### config.mk
export PLATFORM = sky130hd
export DESIGN_NAME = dump_sequencer
export DESIGN_NICKNAME = d
export VERILOG_FILES = /design/src/rtl/ergene_pkg.sv /design/src/rtl/dump_sequencer_onehot_to_idx.sv /design/src/rtl/dump_sequencer.sv
export SDC_FILE = /design/constraint.sdc
export NUM_CORES = 1
export LEC_CHECK = 0
export CELL_PAD_IN_SITES_DETAIL_PLACEMENT = 1
export CELL_PAD_IN_SITES_GLOBAL_PLACEMENT = 2
export CORE_MARGIN = 1
export CORE_UTILIZATION = 25
export CTS_BUF_LIST = sky130_fd_sc_hd__clkbuf_2
export CTS_CLUSTER_DIAMETER = 50
export DETAILED_ROUTE_END_ITERATION = 8
export PLACE_DENSITY_LB_ADDON = 0.1
export SLEW_MARGIN = 0
export SYNTH_ARGS = -nofsm -noshare
export SYNTH_HDL_FRONTEND = slang
export SYNTH_SLANG_ARGS = --single-unit
### constraint.sdc
create_clock -name clk_i -period 5.8 [get_ports clk_i]
set_clock_uncertainty 0.15 [all_clocks]
set_input_delay 1.16 -clock clk_i [delete_from_list [all_inputs] [get_ports clk_i]]
set_output_delay 1.16 -clock clk_i [all_outputs]
set_load 0.1 [all_outputs]
### src/rtl/ergene_pkg.sv
`default_nettype none
// ============================================================================
//  Module      : ergene_pkg
//  Description : Shared defaults, dump sequencer state type and the
//                lowest-set-bit index helper.
//  Revision    : 1.0
// ============================================================================
package ergene_pkg;

    localparam int N_CH  = 16;
    localparam int IDX_W = 4;

    typedef enum logic [2:0] {
        S_IDLE    = 3'd0,
        S_ARM     = 3'd1,
        S_SETTLE  = 3'd2,
        S_PRESENT = 3'd3,
        S_GAP     = 3'd4,
        S_DONE    = 3'd5
    } dump_seq_state_t;

    // Scans from the top so the lowest set bit is the last one written.
    function automatic logic [IDX_W-1:0] onehot_lsb_idx(input logic [N_CH-1:0] sel);
        logic [IDX_W-1:0] idx;
        idx = '0;
        for (int i = N_CH - 1; i >= 0; i--) begin
            if (sel[i]) idx = IDX_W'(i);
        end
        return idx;
    endfunction

endpackage
`default_nettype wire

### src/rtl/dump_sequencer_onehot_to_idx.sv
`default_nettype none
// ============================================================================
//  Module      : onehot_to_idx
//  Description : Combinational lowest-set-bit encoder with an any-bit flag.
//  Revision    : 1.0
// ============================================================================
module onehot_to_idx #(
    parameter int N_CH  = ergene_pkg::N_CH,
    parameter int IDX_W = ergene_pkg::IDX_W
) (
    input  logic [N_CH-1:0]  i_sel,
    output logic [IDX_W-1:0] o_idx,
    output logic             o_any
);

    assign o_any = |i_sel;

    // The shared helper is fixed to the package widths; other widths use a local scan.
    if (N_CH == ergene_pkg::N_CH && IDX_W == ergene_pkg::IDX_W) begin : g_pkg_fn
        assign o_idx = ergene_pkg::onehot_lsb_idx(i_sel);
    end else begin : g_generic
        always_comb begin
            o_idx = '0;
            for (int i = N_CH - 1; i >= 0; i--) begin
                if (i_sel[i]) o_idx = IDX_W'(i);
            end
        end
    end

endmodule
`default_nettype wire

### src/rtl/dump_sequencer.sv
`default_nettype none
// ============================================================================
//  Module      : dump_sequencer
//  Description : Arms the priority FSM with a latched event mask and walks
//                the selected channels over a valid/ready index handshake.
//  Revision    : 1.0
// ============================================================================
module dump_sequencer #(
    parameter int N_CH       = ergene_pkg::N_CH,
    parameter int IDX_W      = ergene_pkg::IDX_W,
    parameter int GAP_CYCLES = 1
) (
    input  logic             clk_i,
    input  logic             resetn_i,
    input  logic             trig_i,
    input  logic [N_CH-1:0]  event_mask_i,
    input  logic [N_CH-1:0]  ch_sel_i,
    input  logic             last_i,
    input  logic             tx_ready_i,
    output logic             arm_o,
    output logic [N_CH-1:0]  mask_o,
    output logic             dump_o,
    output logic             ch_valid_o,
    output logic [IDX_W-1:0] ch_idx_o,
    output logic             busy_o,
    output logic             frame_done_o,
    output logic             empty_frame_o,
    output logic             drop_o,
    output logic             sel_err_o
);
    import ergene_pkg::*;

    localparam int c_GAP_W = (GAP_CYCLES > 1) ? $clog2(GAP_CYCLES + 1) : 1;

    dump_seq_state_t    r_state, w_state_nxt;
    logic [c_GAP_W-1:0] r_gap_cnt, w_gap_cnt_nxt;
    logic               r_arm, w_arm_nxt;
    logic [N_CH-1:0]    r_mask, w_mask_nxt;
    logic               r_dump, w_dump_nxt;
    logic               r_valid, w_valid_nxt;
    logic [IDX_W-1:0]   r_idx, w_idx_nxt;
    logic               r_busy, w_busy_nxt;
    logic               r_done, w_done_nxt;
    logic               r_empty, w_empty_nxt;
    logic               r_drop, w_drop_nxt;
    logic               r_sel_err, w_sel_err_nxt;
    logic [IDX_W-1:0]   w_sel_idx;
    logic               w_sel_any;

    onehot_to_idx #(
        .N_CH  (N_CH),
        .IDX_W (IDX_W)
    ) u_onehot_to_idx (
        .i_sel (ch_sel_i),
        .o_idx (w_sel_idx),
        .o_any (w_sel_any)
    );

    always_ff @(posedge clk_i) begin
        if (!resetn_i) begin
            r_state   <= S_IDLE;
            r_gap_cnt <= '0;
            r_arm     <= 1'b0;
            r_mask    <= '0;
            r_dump    <= 1'b0;
            r_valid   <= 1'b0;
            r_idx     <= '0;
            r_busy    <= 1'b0;
            r_done    <= 1'b0;
            r_empty   <= 1'b0;
            r_drop    <= 1'b0;
            r_sel_err <= 1'b0;
        end else begin
            r_state   <= w_state_nxt;
            r_gap_cnt <= w_gap_cnt_nxt;
            r_arm     <= w_arm_nxt;
            r_mask    <= w_mask_nxt;
            r_dump    <= w_dump_nxt;
            r_valid   <= w_valid_nxt;
            r_idx     <= w_idx_nxt;
            r_busy    <= w_busy_nxt;
            r_done    <= w_done_nxt;
            r_empty   <= w_empty_nxt;
            r_drop    <= w_drop_nxt;
            r_sel_err <= w_sel_err_nxt;
        end
    end

    // Next-state logic also computes every output one cycle early so all outputs are registered.
    always_comb begin
        w_state_nxt   = r_state;
        w_gap_cnt_nxt = r_gap_cnt;
        w_arm_nxt     = 1'b0;
        w_mask_nxt    = '0;
        w_dump_nxt    = 1'b0;
        w_valid_nxt   = r_valid;
        w_idx_nxt     = r_idx;
        w_done_nxt    = 1'b0;
        w_empty_nxt   = 1'b0;
        w_drop_nxt    = trig_i && (r_state != S_IDLE);
        w_sel_err_nxt = 1'b0;

        case (r_state)
            S_IDLE: begin
                if (trig_i) begin
                    if (|event_mask_i) begin
                        w_state_nxt = S_ARM;
                        w_arm_nxt   = 1'b1;
                        w_mask_nxt  = event_mask_i;
                    end else begin
                        w_done_nxt  = 1'b1;
                        w_empty_nxt = 1'b1;
                    end
                end
            end
            S_ARM: begin
                w_state_nxt = S_SETTLE;
            end
            S_SETTLE: begin
                if (w_sel_any) begin
                    w_state_nxt = S_PRESENT;
                    w_valid_nxt = 1'b1;
                    w_idx_nxt   = w_sel_idx;
                end else begin
                    w_state_nxt   = S_IDLE;
                    w_sel_err_nxt = 1'b1;
                end
            end
            S_PRESENT: begin
                if (r_valid && tx_ready_i) begin
                    w_valid_nxt   = 1'b0;
                    w_dump_nxt    = 1'b1;
                    w_gap_cnt_nxt = c_GAP_W'(GAP_CYCLES);
                    w_state_nxt   = last_i ? S_DONE : S_GAP;
                end
            end
            S_GAP: begin
                // The dump cycle itself is spent here, so the count starts at GAP_CYCLES.
                if (r_gap_cnt == '0) begin
                    if (w_sel_any) begin
                        w_state_nxt = S_PRESENT;
                        w_valid_nxt = 1'b1;
                        w_idx_nxt   = w_sel_idx;
                    end else begin
                        w_state_nxt   = S_IDLE;
                        w_sel_err_nxt = 1'b1;
                    end
                end else begin
                    w_gap_cnt_nxt = r_gap_cnt - c_GAP_W'(1);
                end
            end
            S_DONE: begin
                w_state_nxt = S_IDLE;
                w_done_nxt  = 1'b1;
            end
            default: begin
                w_state_nxt = S_IDLE;
                w_valid_nxt = 1'b0;
            end
        endcase

        w_busy_nxt = (w_state_nxt != S_IDLE);
    end

    assign arm_o         = r_arm;
    assign mask_o        = r_mask;
    assign dump_o        = r_dump;
    assign ch_valid_o    = r_valid;
    assign ch_idx_o      = r_idx;
    assign busy_o        = r_busy;
    assign frame_done_o  = r_done;
    assign empty_frame_o = r_empty;
    assign drop_o        = r_drop;
    assign sel_err_o     = r_sel_err;

endmodule
`default_nettype wire
==> summary by stage <==
Run status
The run finished with clean final reports.

Pwr
Of the total power, the share spent switching nets is 0.3843. The combinational group share of total power is 0.325. The share of power burned in registers is 0.473. Summed over all cells, the static leakage comes to about 0.75 nW.

The clock power share is 0.201. The internal cell power is 0.3145 mW. In this run the power density over the cells is 247.1 nW/µm². The worst vdd rail ir drop is about 0.069 mV. The design draws about 0.51 mW. Summed over all nets, the switching power comes to 0.1963 mW.

Final layout
The area occupied by multi-input gates is 633.1 µm². The area growth from synthesis to layout is 56.29%. The non-filler instance count after layout is 279.

The count of filler cells inserted in the layout is 594. The final layout contains 245 nets. The ratio of cells with drive above 1 in the final layout is 0.07656.

0 antenna diodes ended up in the layout. The storage element area is 640.6 µm².

STA
Setup repair after global routing left no endpoint under its margin. The measured slew at the worst slew-check pin is 994.8 ps. The fmax is about 310 MHz. Setup violations remaining at the end of the flow were counted as 0.

In the post-route analysis, the smallest setup slack over all paths is 2565 ps. Setup total negative slack on the finished layout was measured at 0 ps. The final max-slew violation count was 0. Of the available clock period, the critical path in the final layout requires 0.5577.

The worst pin sits at a relative slew slack of 0.3347. The final hold violation count is 0. The worst path in the final design needs a cycle of approximately 3200 ps, including I/O delays and setup.

Synthesis
The mean area per synthesized cell is a little over 9 µm². The cell count after synthesis is around 140. The cell area that synthesis handed to floorplanning was approximately 1300 µm².

The post-synthesis cell type count is 38. The share of the Yosys chip area taken by registers is 0.4844. Counting every net in the synthesized netlist gives 179. The number of synthesized flops with an enable pin is 0. The main flop type after synthesis is sky130_fd_sc_hd__dfxtp_1. The async set or reset register ratio after synthesis is 0.

The count of synthesis-stage warnings from yosys is 0. The post-synthesis sequential element count is 32.

Clock tree
The number of buffers inserted for hold repair after clock tree synthesis is 0. The later pin in the worst-skew pair is clocked with a latency of 350 ps. CTS placed an instance of sky130_fd_sc_hd__clkbuf_2 at the clock tree root. CTS saw 32 sinks. No sink is reached through more buffers than the 2 on the longest clock path. The number of clock buffers added by TritonCTS is 5. The TritonCTS clock tree is yes. The H-tree generated during clock tree synthesis spans 2 levels. Post-CTS timing repair inserted 0 buffers for setup. Clock-pin slew was measured on the worst setup and hold paths at 160 ps. The number of resized instances in the post-cts repair step is 0.

Worst setup path
Of all nets on the critical path, the largest fanout is 5. STA classifies the critical path startpoint as a flop. The worst setup path is of the flop to primary output kind. The worst register-to-register path begins at r_state[0]. The slowest stage cell on the critical path is sky130_fd_sc_hd__clkdlybuf4s50_1. For this run, the slowest stage of the critical path takes 1150 ps. The kind of cell with the highest combined delay along the critical path is buffers and inverters. The total buffers and inverters traversed by the critical path is 1. Walking the worst path, the cells encountered are clkdlybuf4s50_1. The worst setup path is captured at a primary output. The worst path required time is 4490 ps. The critical path launch point is ch_valid_o.

At the worst endpoint, the arrival time is 1920 ps.

Routing
The violation count after the first detailed-route iteration is 33. The routed layout has 1305 vias. The wire length reported by the detailed router is roughly 3.8 mm. Once detail routing completed, the nets flagged for antenna violations numbered 0. The average detailed-routed wire length per instance is 13.68 µm. The count of TritonRoute iterations in the first routing pass is 6. After detailed routing, the number of vias per cell comes to 4.677. After detailed routing, the number of remaining DRC violations is 0.

Die
In this run the count of I/O pins placed on the die edge is 65. The height of the die is 74.73 µm. The overall die area is 5585 µm². The floorplan step set the die width to ~75 µm. The floorplan has 26 rows. The total area inside the core boundary comes to 5107 µm². The initial utilization of the core area, before any placement, comes to 0.2589.

Placement
The number of cells in the design after placement is 271. The final weighted congestion of routability-driven global placement is 0.7186. The total half-perimeter wirelength after legalization and detailed placement is 3.082 mm. During placement, the flow inserted port buffers numbering 64.

The minimum setup slack after placement is about 2500 ps.

Global routing
The initial antenna violation count was 0. The overflow left after global routing is 0. In the global route stage, overall resource usage came out at 0.1478.

Entering global routing, the biggest net connects 18 pins. The global-route wire length before repair is 5.996 mm. The via count of the first global-routing pass is 1268.

Min path
The worst hold path class is flop to flop. The worst hold path begins at ch_idx_o[0].

Job
The max-cap violation count is 0.
-- area by class of cell --
| class | count | area share |
|---|---|---|
| Clock buffer | 5 | 0.01211 |
| Clock inverter | 3 | 0.006659 |
| Inverter | 7 | 0.01271 |
| Multi-Input combinational cell | 98 | 0.3063 |
| Sequential cell | 32 | 0.3099 |
| Tap cell | 70 | 0.04237 |
| Timing Repair Buffer | 64 | 0.3099 |
-- per-layer routing --
layer,vias to the layer above,global-route usage,part of all wire
met4,0,0.07128,0.015
met3,4,0.03882,0.045
met1,619,0.1647,0.42
li1,645,-,-
met5,-,0,0
met2,37,0.2613,0.52
-- power by group through the flow --
stage	sequential (mW)	clock (mW)	combinational, mW
floorplan	0.320	0	0.0345
global placement	0.246	0	0.165
detailed placement	0.247	0	0.167
CTS	0.242	0.112	0.168
global route	0.244	0.123	0.175
finish	0.242	0.103	0.166
-- path summary, 6_finish.rpt --
| check | endpoint | slack (ps) | depth (start not counted) |
|---|---|---|---|
| min | ch_idx_o[0] | 350 | 2 |
| min reg2reg | ch_idx_o[0] | 350 | 2 |
| max reg2reg | mask_o[12] | 3660 | 4 |
| max | ch_valid_o | 2570 | 1 |
-- cell usage after synthesis, drive strengths merged (2+ instances only) --
library cell,number,area (µm²)
nor4,5,37.53
o221a,2,22.52
nand2,8,32.54
a21oi,6,30.03
nor3b,2,15.01
o21ai,7,35.03
o211ai,2,20.02
dfxtp,32,640.6
o31ai,3,22.52
inv,7,26.28
a31oi,4,25.02
and2,17,106.4
nor4b,2,17.52
o21bai,2,15.01
nor2b,3,18.77
clkbuf,2,7.510
nor2,15,56.30
or4,5,52.55
buf,3,15.01
-- through the flow --
stage | cell area, µm² | hold slack, ps | util
3_3_place_gp | 2028 | 323.6 | 0.3971
2_1_floorplan | 1323 | 335.6 | -
6_report | 2067 | 352.1 | 0.4047
3_5_place_dp | 2028 | 320.4 | 0.3971
4_1_cts | 2067 | 353.0 | 0.4047
5_1_grt | 2067 | 370.6 | 0.4047
-- state kept, by name, summed over array words and instances (netlist names) --
register / cells
arm_o: 1
dump_o: 1
drop_o: 1
ch_valid_o: 1
empty_frame_o: 1
r_state: 3
mask_o: 16
r_gap_cnt: 1
frame_done_o: 1
busy_o: 1
ch_idx_o: 4
sel_err_o: 1
-- cell usage in the layout, fill, tap and decap left out, types with 2 or more instances in the layout --
cell / synthesis / layout
sky130_fd_sc_hd__clkinv_2: 0 / 2
sky130_fd_sc_hd__nor3b_1: 2 / 2
sky130_fd_sc_hd__dfxtp_1: 32 / 32
sky130_fd_sc_hd__o21ai_0: 7 / 7
sky130_fd_sc_hd__clkbuf_2: 0 / 5
sky130_fd_sc_hd__nor2_1: 15 / 15
sky130_fd_sc_hd__and2_1: 17 / 17
sky130_fd_sc_hd__o31ai_1: 3 / 3
sky130_fd_sc_hd__nand2_1: 7 / 7
sky130_fd_sc_hd__a21oi_1: 6 / 6
sky130_fd_sc_hd__nor2b_1: 3 / 3
sky130_fd_sc_hd__inv_1: 7 / 7
sky130_fd_sc_hd__o221a_1: 2 / 2
sky130_fd_sc_hd__clkdlybuf4s50_1: 0 / 64
sky130_fd_sc_hd__nor4b_1: 2 / 2
sky130_fd_sc_hd__a31oi_1: 4 / 4
sky130_fd_sc_hd__or4_4: 4 / 4
sky130_fd_sc_hd__o21bai_1: 2 / 2
sky130_fd_sc_hd__nor4_1: 4 / 4
-- cells by family after synthesis --
group	after synthesis	synth area share
AND/OR/NAND/NOR	63	0.2857
AO/OA/AOI/OAI	35	0.1930
flip-flops	32	0.4844
buffers and inverters	12	0.03690
(Power assumes the default switching activity.)
